`src/rtl/ttt_pkg.sv`:
```
// ttt_pkg: cell codes, line table and FSM state type shared by the computer player
package ttt_pkg;
    localparam int NUM_CELLS = 9;
    localparam logic [1:0] CELL_EMPTY  = 2'b00;
    localparam logic [1:0] CELL_PLAYER = 2'b01;
    localparam logic [1:0] CELL_COMP   = 2'b10;
    localparam logic [1:0] CELL_OCC    = 2'b11;
    localparam logic [3:0] LINES [8][3] = '{
        '{4'd0, 4'd1, 4'd2}, '{4'd3, 4'd4, 4'd5}, '{4'd6, 4'd7, 4'd8},
        '{4'd0, 4'd3, 4'd6}, '{4'd1, 4'd4, 4'd7}, '{4'd2, 4'd5, 4'd8},
        '{4'd0, 4'd4, 4'd8}, '{4'd2, 4'd4, 4'd6}
    };
    typedef enum logic [2:0] {IDLE, WIN, BLOCK, CENTER, FIRST, ISSUE} state_t;
endpackage

```
`src/rtl/ttt_line_eval.sv`:
```
// ttt_line_eval: flags a line holding two cells of one side plus one empty cell
module ttt_line_eval
    import ttt_pkg::*;
(
    input  logic [1:0] a_i,
    input  logic [1:0] b_i,
    input  logic [1:0] c_i,
    input  logic [1:0] side_i,
    output logic       hit_o,
    output logic [1:0] slot_o
);
    logic [1:0] n_side, n_empty;
    always_comb begin
        n_side  = 2'(a_i == side_i) + 2'(b_i == side_i) + 2'(c_i == side_i);
        n_empty = 2'(a_i == CELL_EMPTY) + 2'(b_i == CELL_EMPTY) + 2'(c_i == CELL_EMPTY);
        hit_o   = (n_side == 2'd2) && (n_empty == 2'd1);
        slot_o  = a_i == CELL_EMPTY ? 2'd0 : b_i == CELL_EMPTY ? 2'd1 : 2'd2;
    end
endmodule

```
`src/rtl/ttt_computer_player.sv`:
```
// ttt_computer_player: sequential win/block/center/first-free move chooser for tic-tac-toe
module ttt_computer_player
    import ttt_pkg::*;
(
    input  logic       clock,
    input  logic       reset,
    input  logic [1:0] pos1,
    input  logic [1:0] pos2,
    input  logic [1:0] pos3,
    input  logic [1:0] pos4,
    input  logic [1:0] pos5,
    input  logic [1:0] pos6,
    input  logic [1:0] pos7,
    input  logic [1:0] pos8,
    input  logic [1:0] pos9,
    input  logic [1:0] who,
    input  logic       move_req,
    output logic [3:0] computer_position,
    output logic       pc,
    output logic       busy,
    output logic       no_move
);
    state_t                        state_q;
    logic [NUM_CELLS-1:0][1:0]     board_q;
    logic [2:0]                    line_q;
    logic [3:0]                    cell_q;
    logic [3:0]                    pos_q;
    logic                          pc_q, busy_q, no_move_q;
    logic                          hit;
    logic [1:0]                    slot;

    // one evaluator serves both scans; the side code selects which owner is counted
    ttt_line_eval u_eval (
        .a_i    (board_q[LINES[line_q][0]]),
        .b_i    (board_q[LINES[line_q][1]]),
        .c_i    (board_q[LINES[line_q][2]]),
        .side_i (state_q == WIN ? CELL_COMP : CELL_PLAYER),
        .hit_o  (hit),
        .slot_o (slot)
    );

    always_ff @(posedge clock) begin
        if (reset) begin
            state_q   <= IDLE;
            board_q   <= '0;
            line_q    <= '0;
            cell_q    <= '0;
            pos_q     <= '0;
            pc_q      <= 1'b0;
            busy_q    <= 1'b0;
            no_move_q <= 1'b0;
        end else begin
            pc_q      <= 1'b0;
            no_move_q <= 1'b0;
            case (state_q)
                IDLE: if (move_req && who == 2'b00) begin
                    board_q <= {pos9, pos8, pos7, pos6, pos5, pos4, pos3, pos2, pos1};
                    line_q  <= '0;
                    busy_q  <= 1'b1;
                    state_q <= WIN;
                end
                WIN, BLOCK: if (hit) begin
                    pos_q   <= LINES[line_q][slot];
                    pc_q    <= 1'b1;
                    state_q <= ISSUE;
                end else begin
                    line_q <= line_q + 3'd1;
                    if (line_q == 3'd7) state_q <= state_q == WIN ? BLOCK : CENTER;
                end
                CENTER: if (board_q[4] == CELL_EMPTY) begin
                    pos_q   <= 4'd4;
                    pc_q    <= 1'b1;
                    state_q <= ISSUE;
                end else begin
                    cell_q  <= '0;
                    state_q <= FIRST;
                end
                FIRST: if (board_q[cell_q] == CELL_EMPTY) begin
                    pos_q   <= cell_q;
                    pc_q    <= 1'b1;
                    state_q <= ISSUE;
                end else if (cell_q == 4'(NUM_CELLS - 1)) begin
                    no_move_q <= 1'b1;
                    busy_q    <= 1'b0;
                    state_q   <= IDLE;
                end else begin
                    cell_q <= cell_q + 4'd1;
                end
                ISSUE: begin
                    busy_q  <= 1'b0;
                    state_q <= IDLE;
                end
                default: state_q <= IDLE;
            endcase
        end
    end

    assign computer_position = pos_q;
    assign pc                = pc_q;
    assign busy              = busy_q;
    assign no_move           = no_move_q;
endmodule

```
`config.mk`:
```
export PLATFORM = sky130hd
export DESIGN_NAME = ttt_computer_player
export DESIGN_NICKNAME = d
export VERILOG_FILES = /design/src/rtl/ttt_pkg.sv /design/src/rtl/ttt_line_eval.sv /design/src/rtl/ttt_computer_player.sv
export SDC_FILE = /design/constraint.sdc
export NUM_CORES = 1
export LEC_CHECK = 0
export BUFFER_PORTS_ARGS = -buffer_cell sky130_fd_sc_hd__buf_2
export CAP_MARGIN = 20
export CORE_MARGIN = 3
export CORE_UTILIZATION = 53
export DETAILED_ROUTE_END_ITERATION = 8
export PLACE_DENSITY = 0.82
export REMOVE_ABC_BUFFERS = 1
export SYNTH_ARGS = -nofsm -noshare
export SYNTH_HDL_FRONTEND = slang
export SYNTH_SLANG_ARGS = --single-unit
```
`constraint.sdc`:
```
create_clock -name clock -period 4.08 [get_ports clock]
set_input_delay 0.408 -clock clock [delete_from_list [all_inputs] [get_ports clock]]
set_output_delay 0.408 -clock clock [all_outputs]
set_load 0.01 [all_outputs]
```
==> flow_metrics.tcl, run 1 <==
set metrics [dict create \
    placementRows 24 \
    critPathMaxFanout 7 \
    async_flop_share 0 \
    crit_arrival_ns 4.11 \
    clock-sinks 35 \
    setup_slack_ns 0.1282 \
    cp_cell_sequence "buf_4 > ha_4 > mux4_2 > and2_1 > a31oi_1 > o21ai_2 > or2_1 > fa_1 > nor4bb_2 > nand2_1 > o32ai_2 > a31o_4 > o311ai_2 > mux2i_1 > nor3_2" \
    tns_ns 0 \
    viasPerCell 6.118 \
    finalSetupViolations 0 \
    vias 2600 \
    gr-total-overflow 0 \
    hpwl_um 5185 \
    postCtsHoldBufs 0 \
    synth_edf_count 0 \
    drt_iter0_drc 250 \
    r2r-start "line_q[0]" \
    layout_commonest_cell "nand2_1" \
    drv_slew 0 \
    n_antenna_cell 0 \
    final-seq-area_sq_um 705.7 \
    power_w 0.001680 \
    yosysWarnings 0 \
    cts_tree "yes" \
    min_from "pos8[1]" \
    yosysSeqAreaShare 0.2750 \
    hold_viol_final 0 \
    dp_slack_ns -0.1094 \
    root_buffer "clkbuf_8" \
    worst_ir_drop_vdd_uv 279.3 \
    final_cell_mix "nand2_1, nor2_1, dfxtp_1, buf_2, a21oi_1" \
    synthesis.area_sq_mm 0.002547 \
    first_pass_iters 5 \
    ys_ff_latch 35 \
    die_h_um 75.33 \
    period_needed_ns 3.952 \
    io_pins 30 \
    die_w_um 75.33 \
    clk_pin_slew_worst_paths_ns 0.07 \
    syn_inst 333 \
    worstSetupEndpointType "flip-flop" \
    grt_max_degree 31 \
    hp-class "in -> reg" \
    utilization 0.6839 \
    wl_per_cell_um 16.42 \
    h-tree-depth 2 \
    whs_path_depth 3 \
    crit_path_top_delay_cell "mux4_2" \
    clock_latency_ns 0.29 \
    die_area_sq_mm 0.005675 \
    r2r-end "computer_position[0]" \
    drc 0 \
    max_stage_delay_ns 0.51 \
    cts_max_path_buffers 2 \
    path_class "reg -> reg" \
    worstMarginPinSlew_ns 1.002 \
    synth.distinct_cells 63 \
    skew_ns 0.009930 \
    post-route-period-util 0.9686 \
    final_nets 406 \
    final_antenna_net_count 0 \
    fmax_mhz 253.0 \
    gp_congestion 0.9494 \
    core_area_sq_mm 0.004504 \
    leakage_nw 1.200 \
    grt_usage 0.2505 \
    io_buffers 29 \
    fill_cells 369 \
    hold_end "board_q[15]" \
    area_growth_syn_to_layout_pct 20.92 \
    reg2regPathDepth 15 \
    grt_pass1_vias 2238 \
    layout-drive-gt1-share 0.2708 \
    status "complete, no violations" \
    regToRegSetupSlack_ns 0.13 \
    ys_dominant_reg_cell "dfxtp_1" \
    wl_um 6980 \
    start_util 0.5656 \
    multiInputGateArea_sq_mm 0.001854 \
    grt_pass1_wl_um 10850 \
    fin_hold_ws_ns 0.3462 \
    maxCapViolCount 0 \
    critical_path_required_ns 4.24 \
    antenna_found_initial 0 \
    syn_avg_cell_area_sq_um 7.650 \
    numCtsBuffers 5 \
    powerDensity_mw_per_mm2 545.3 \
    relSlewSlack 0.3268 \
    start_kind "flip-flop" \
]
[worst max-delay path: cells and delay by family, from the launching register on]
kind,cells,cell delay (ns)
AND/OR/NAND/NOR,5,1.05
buffers and inverters,1,0.17
AO/OA/AOI/OAI,5,0.82
multiplexers,2,0.76
adder cells (fa/ha/maj),2,0.64
flip-flops,1,0.38
[cells by family after synthesis]
| group | synth area share |
|---|---|
| muxes | 0.1385 |
| AOI/OAI and AO/OA | 0.2146 |
| xor gates and xnor gates | 0.006877 |
| DFF | 0.2750 |
| adders and majority gates | 0.05501 |
| buffers and inverters | 0.04961 |
| and+or+nand+nor | 0.2603 |
[state kept, by name (all words and copies together) (netlist names)]
register	count
state_q	3
computer_position	4
line_q	3
board_q	18
pc	1
cell_q	4
no_move	1
busy	1
[layout make-up]
| type | count | share of cell area |
|---|---|---|
| clock buffer | 6 | 0.02681 |
| clock inverter | 1 | 0.001625 |
| inverter | 15 | 0.01828 |
| multi-input combinational | 267 | 0.6020 |
| sequential | 35 | 0.2291 |
| tap | 52 | 0.02112 |
| timing repair buffer | 49 | 0.1011 |
[worst max-delay path by stage]
stage / start / end / cells past startpoint
detailed placement: line_q[0] / computer_position[1] / 17
global placement: line_q[0] / computer_position[1] / 17
finish: line_q[0] / computer_position[0] / 15
global route: line_q[0] / computer_position[0] / 18
CTS: line_q[1] / computer_position[1] / 17
floorplan: line_q[2] / computer_position[3] / 13
[stage by stage]
stage          instances  instance area (sq um)
3_5_place_dp         413                   2813
5_1_grt              425                   3080
3_3_place_gp         413                   2813
2_1_floorplan        317                   2477
4_1_cts              421                   2929
6_report             425                   3080
[cells in the mapped netlist, types with 6 or more instances]
master / number / area, sq um
o21ai_0: 15 / 75.07
nand2_1: 66 / 247.7
a21oi_1: 26 / 130.1
mux2_2: 6 / 67.56
dfxtp_1: 35 / 700.7
ha_1: 8 / 100.1
inv_1: 12 / 45.04
mux2i_1: 15 / 150.1
clkbuf_1: 13 / 48.80
nor2_1: 39 / 146.4
[power by group]
part / internal, W / switching [W] / leakage, nW
Combinational: 0.000460 / 0.000524 / 0.869
Sequential: 0.000381 / 0.0000589 / 0.285
Clock: 0.000132 / 0.000123 / 0.0470
Total: 0.000973 / 0.000706 / 1.20
[layer usage]
metal  up-vias  share of wire  track usage
li1       1264              -            -
met1      1190           0.44       0.3549
met2       126           0.46       0.3806
met3        20          0.080      0.05145
met4         0          0.024      0.08544
met5         -              0            0
[repair_timing]
item | in CTS | in global routing
resized for setup | 5 | 28
setup buffers | 1 | 3
endpoints found under the hold margin | 0 | 0
pin swaps | 1 | 8
endpoints found under the setup margin | 4 | 4
Note: power is estimated with default switching activity, not from simulation.
==> run 2: changes to the inputs <==
Settings changed: ABC_AREA set to 1.
==> flow_metrics.tcl, run 2 <==
set metrics [dict create \
    crit_end "computer_position[1]" \
    period_needed_ns 3.677 \
    syn_inst 398 \
    yosysSeqAreaShare 0.2756 \
    relSlewSlack 0.4455 \
    numCtsBuffers 5 \
    fmax_mhz 272.0 \
    final_nets 461 \
    root_buffer "clkbuf_8" \
    grt_pass1_wl_um 10830 \
    dp_slack_ns 0.2400 \
    critPathMaxFanout 7 \
    fill_cells 417 \
    reg2regPathDepth 21 \
    clock_latency_ns 0.30 \
    postCtsSetupRepairBufs 0 \
    start_kind "flip-flop" \
    synth.distinct_cells 32 \
    syn_avg_cell_area_sq_um 6.388 \
    grt_max_degree 37 \
    instances_no_fill 481 \
    clock-sinks 35 \
    path_class "reg -> reg" \
    power_frac_comb 0.644 \
    synthXorXnorAreaFrac 0.003445 \
    n_antenna_cell 0 \
    intPower_w 0.001180 \
    vias 2747 \
    synthesis.area_sq_mm 0.002542 \
    drt_iter0_drc 275 \
    crit_arrival_ns 3.87 \
    synth_commonest_cells "nand2_1, nand3_1, inv_1" \
    leakage_nw 1.358 \
    area_growth_syn_to_layout_pct 12.70 \
    yosysMostFrequentCell "nand2_1" \
    first_pass_iters 5 \
    worstSetupEndpointType "flip-flop" \
    hpwl_um 5439 \
    async_flop_share 0 \
    p_sw_w 0.001211 \
    start_util 0.5644 \
    cts_max_path_buffers 2 \
    synth_edf_count 0 \
    critPathLaunch "line_q[0]" \
    die_area_sq_mm 0.005664 \
    hold_viol_final 0 \
    synth_fa_ha_area_frac 0.05512 \
    io_buffers 29 \
    io_pins 30 \
    utilization 0.6361 \
    regToRegSetupSlack_ns 0.40 \
    p_sw_frac 0.5064 \
    synthSimpleGateAreaFrac 0.4085 \
    synthMuxAreaShare 0 \
    largest_reg_flops 18 \
    ys_dominant_reg_cell "dfxtp_1" \
    layout_commonest_cell "nand2_1" \
    gp_congestion 0.9996 \
    worstMarginPinSlew_ns 0.8267 \
    die_w_um 75.26 \
    finalSetupViolations 0 \
    viasPerCell 5.711 \
    place_inst 473 \
    placementRows 24 \
    yosysWarnings 0 \
    wl_um 6929 \
    post-route-period-util 0.9012 \
    drc 0 \
    p_clk_frac 0.161 \
    antenna_found_initial 0 \
    powerDensity_mw_per_mm2 834.3 \
    largest-register "board_q" \
    final_antenna_net_count 0 \
    wl_per_cell_um 14.41 \
    ys_ff_latch 35 \
    critical_path_required_ns 4.27 \
    cts_tree "yes" \
    skew_ns 0.008061 \
    drv_slew 0 \
    clk_pin_slew_worst_paths_ns 0.08 \
    synth_compound_area_frac 0.1585 \
    r2r-start "line_q[0]" \
    final_area_sq_mm 0.002865 \
    h-tree-depth 2 \
    maxCapViolCount 0 \
    yosysTopAreaCell "dfxtp_1" \
    place_area_sq_mm 0.002726 \
    tns_ns 0 \
    grt_usage 0.2543 \
    pwr-share-seq 0.195 \
    synth_top_family_by_area "simple AND/OR/NAND/NOR gates" \
    hp-class "in -> reg" \
    setup_slack_ns 0.4030 \
    gr-total-overflow 0 \
    rsz0062_at_grt "false" \
    r2r-end "computer_position[1]" \
    grt_pass1_vias 2329 \
    postCtsHoldBufs 0 \
    worst_ir_drop_vdd_uv 369.2 \
    final_cell_mix "nand2_1, nand3_1, inv_1, nor2_1, dfxtp_1" \
    status "complete, no violations" \
    yosys-top-cells-area "dfxtp_1, nand3_1, nand2_1" \
    core_area_sq_mm 0.004504 \
    die_h_um 75.26 \
    layout-drive-gt1-share 0.1445 \
    synth_top_area_frac 0.2756 \
]
==> run 2: cell types whose count changed after synthesis, moves of 6 or more <==
cell / previous run / this run
mux2i_1: 15 / 0
nand2_1: 66 / 77
inv_1: 12 / 56
nand2_4: 0 / 6
clkbuf_1: 13 / 6
nand3_1: 5 / 71
o21ai_0: 15 / 35
mux2_2: 6 / 0
==> run 2: critical path, stage by stage, from the launching register on <==
cell and delay (ns):
dfxtp_1 0.41, inv_1 0.15, ha_2 0.42, inv_2 0.09, nand2_1 0.09, o21ai_2 0.10, nor2_1 0.22, nand2_1 0.11
a41oi_2 0.21, nand3_1 0.15, nand2_1 0.10, inv_1 0.05, fa_1 0.46, nor2_1 0.09, and3_1 0.16, inv_1 0.06
nor2_1 0.19, nor2_1 0.06, nand2_1 0.08, nand2_1 0.12, nor2_1 0.15, a21oi_2 0.07
==> run 2: worst min path at each step <==
stage                  end  slack, ns  cells past startpoint   startpoint
6_report        board_q[0]       0.36                      3      pos1[0]
5_1_grt         board_q[0]       0.37                      3      pos1[0]
4_1_cts         board_q[0]       0.36                      3      pos1[0]
3_5_place_dp          busy       0.46                      2         busy
3_3_place_gp          busy       0.45                      2         busy
2_1_floorplan  board_q[16]       0.45                      2  board_q[16]
==> run 2: cell families (layout without fill, tap and decap cells) <==
logic type	Yosys count	in the layout
xor gates and xnor gates	1	1
DFF	35	35
buffers and inverters	65	96
adders and majority gates	10	10
AOI/OAI and AO/OA	74	74
and+or+nand+nor	213	213
==> run 2: power groups by stage <==
stage	Clock [W]	Sequential [W]	Combinational (W)
2_1_floorplan	0	0.000474	0.00117
5_1_grt	0.000402	0.000473	0.00172
6_report	0.000385	0.000466	0.00154
4_1_cts	0.000387	0.000465	0.00151
3_5_place_dp	0	0.000472	0.00151
3_3_place_gp	0	0.000469	0.00150
==> run 2: stage by stage <==
stage	power [W]	hold WS (ns)
floorplan	0.001641	0.4463
global placement	0.001966	0.4461
detailed placement	0.001978	0.4582
CTS	0.002361	0.3637
global route	0.002600	0.3734
finish	0.002390	0.3583
==> run 2: routing by layer <==
metal | GRT usage | vias to the layer above | part of all wire
met3 | 0.04673 | 18 | 0.087
met2 | 0.3762 | 146 | 0.44
li1 | - | 1376 | -
met4 | 0.08544 | 0 | 0.022
met1 | 0.3709 | 1207 | 0.45
met5 | 0 | - | 0
==> run 2: layout make-up <==
class | instances | area, sq um | share of cell area
clock buffer | 5 | 68.82 | 0.02402
clock inverter | 3 | 67.56 | 0.02358
inverter | 58 | 217.7 | 0.07598
multi-input combinational | 298 | 1593 | 0.5559
sequential | 35 | 700.7 | 0.2445
tap | 52 | 65.06 | 0.02271
timing repair buffer | 30 | 152.6 | 0.05327
==> run 2: what timing repair did <==
item                                    in CTS  in global routing
gates resized for setup                      0                  4
hold endpoints to repair                     0                  0
endpoints found under the setup margin       0                  9
==> run 3: changes to the inputs <==
Settings changed: ABC_AREA 1 to 0, CORE_MARGIN 3 to 2.
Clock period 4.08 ns to 3.2 ns, I/O delays scaled along.
==> flow_metrics.tcl, run 3 (synthesized netlist as in run 1, its figures left out) <==
set metrics [dict create \
    largest-register "board_q" \
    worstSetupEndpointType "flip-flop" \
    path_class "reg -> reg" \
    tns_ns -6.231 \
    cp_cell_sequence "inv_4 > ha_4 > mux2i_4 > buf_6 > mux2i_4 > buf_6 > a222oi_1 > buf_4 > buf_4 > a21o_4 > fa_1 > nor4bb_1 > buf_4 > nand2_4 > o32ai_2 > a31o_4 > o311ai_1 > mux2i_1 > nor3_2" \
    io_pins 30 \
    status "finished, violations left" \
    fin_hold_ws_ns 0.2525 \
    setup_slack_ns -0.7410 \
    start_kind "flip-flop" \
    cp.depth 19 \
    reg2regPathDepth 19 \
    utilization 0.7552 \
    vias 3141 \
    rsz0062_at_grt "true" \
    die_w_um 73.33 \
    io_buffers 29 \
    cts_max_path_buffers 2 \
    r2r-start "line_q[0]" \
    fill_cells 312 \
    finalSetupViolations 11 \
    wl_per_cell_um 19.48 \
    largest_reg_flops 18 \
    grt_pass1_vias 2727 \
    final_nets 453 \
    grt_max_degree 31 \
    hold_end "board_q[2]" \
    regToRegSetupSlack_ns -0.74 \
    crit_path_top_delay_cell "fa_1" \
    p_sw_frac 0.4408 \
    period_needed_ns 3.941 \
    maxCapViolCount 0 \
    power_w 0.002600 \
    whs_path_depth 3 \
    root_buffer "clkbuf_8" \
    hold_viol_final 0 \
    antenna_found_initial 0 \
    r2r-end "computer_position[0]" \
    powerDensity_mw_per_mm2 733.9 \
    p_sw_w 0.001146 \
    pwr-share-seq 0.204 \
    layout-drive-gt1-share 0.3777 \
    h-tree-depth 2 \
    routed-wl-met2_um 4276 \
    gp_congestion 0.9428 \
    wl_met3_um 950 \
    final_antenna_net_count 0 \
    leakage_nw 1.471 \
    hpwl_um 5799 \
    viasPerCell 6.613 \
    relSlewSlack 0.5169 \
    critPathLaunch "line_q[0]" \
    cts_tree "yes" \
    worstMarginPinSlew_ns 0.7226 \
    failed_checks "setup timing" \
    core_area_sq_mm 0.004692 \
    met1_length_um 3448 \
    crit_top_cell "buf_4" \
    critPathTopFamily "buffers and inverters" \
    grt_pass1_wl_um 13410 \
    intPower_w 0.001454 \
    clk_pin_slew_worst_paths_ns 0.08 \
    start_util 0.5429 \
    drv_slew 0 \
    placementRows 25 \
    final_cell_mix "buf_4, nand2_1, nor2_1, dfxtp_1, buf_2" \
    power_frac_comb 0.666 \
    worst_ir_drop_vdd_uv 436.8 \
    min_from "pos2[0]" \
    postCtsHoldBufs 0 \
    critPathBufInv 6 \
    numCtsBuffers 5 \
    highest_layer "met4" \
    p_clk_frac 0.130 \
    clock_latency_ns 0.31 \
    die_h_um 73.33 \
    post-route-period-util 1.232 \
    critPathMaxFanout 7 \
    layout_commonest_cell "buf_4" \
    critical_path_required_ns 3.38 \
    dp_slack_ns -0.9963 \
    first_pass_iters 6 \
    skew_ns 0.01154 \
    n_antenna_cell 0 \
    max_stage_delay_ns 0.51 \
    drt_iter0_drc 323 \
    grt_usage 0.3290 \
    area_growth_syn_to_layout_pct 39.10 \
    clock-sinks 35 \
    crit_arrival_ns 4.12 \
    hp-class "in -> reg" \
    fmax_mhz 253.7 \
    die_area_sq_mm 0.005377 \
    gr-total-overflow 0 \
    wl_um 9251 \
    drc 0 \
]
==> run 3: power groups by stage <==
stage / clock network (W) / logic (W) / registers, W
4_1_cts: 0.000337 / 0.00148 / 0.000525
2_1_floorplan: 0 / 0.000770 / 0.000555
3_3_place_gp: 0 / 0.00129 / 0.000523
6_report: 0.000338 / 0.00173 / 0.000530
5_1_grt: 0.000355 / 0.00182 / 0.000534
3_5_place_dp: 0 / 0.00133 / 0.000525
==> run 3: metal layers <==
| layer | vias up | GRT usage |
|---|---|---|
| met5 | - | 0 |
| met4 | 0 | 0.1677 |
| met3 | 83 | 0.06722 |
| met2 | 262 | 0.5165 |
| met1 | 1431 | 0.4287 |
| li1 | 1365 | - |
==> run 3: area by class of cell <==
type                    count  area, sq um  area share
multi-input cells         267         1967      0.5551
flip-flops and latches     35        705.7      0.1992
repair buffers             96        659.4      0.1861
clock buffers               6        72.57     0.02048
well taps                  54        67.56     0.01907
inverters                  15        58.81     0.01660
clock inverters             2        12.51    0.003531
==> run 3: metrics by stage <==
stage	cell area, sq um	cells
floorplan	2477	317
global placement	3148	461
detailed placement	3148	461
CTS	3406	474
global route	3543	475
finish	3543	475
==> run 3: worst reg2reg max path: cells and delay by family (launching register included) <==
kind	cells	cell delay [ns]
flops	1	0.39
buf+inv	6	0.86
mux	3	0.67
compound gates	5	0.81
fa+ha+maj	2	0.68
simple gates	3	0.41
==> run 3: how the worst max path moves through the flow <==
stage	to	slack, ns
floorplan	computer_position[3]	-1.08
global placement	computer_position[3]	-0.91
detailed placement	computer_position[3]	-1.0
CTS	computer_position[2]	-0.62
global route	computer_position[0]	-0.97
finish	computer_position[0]	-0.74
==> run 3: what timing repair did <==
action,in CTS,in global routing
gates resized for setup,36,23
setup buffers,5,2
setup endpoints to repair,11,11
pin swaps,11,5
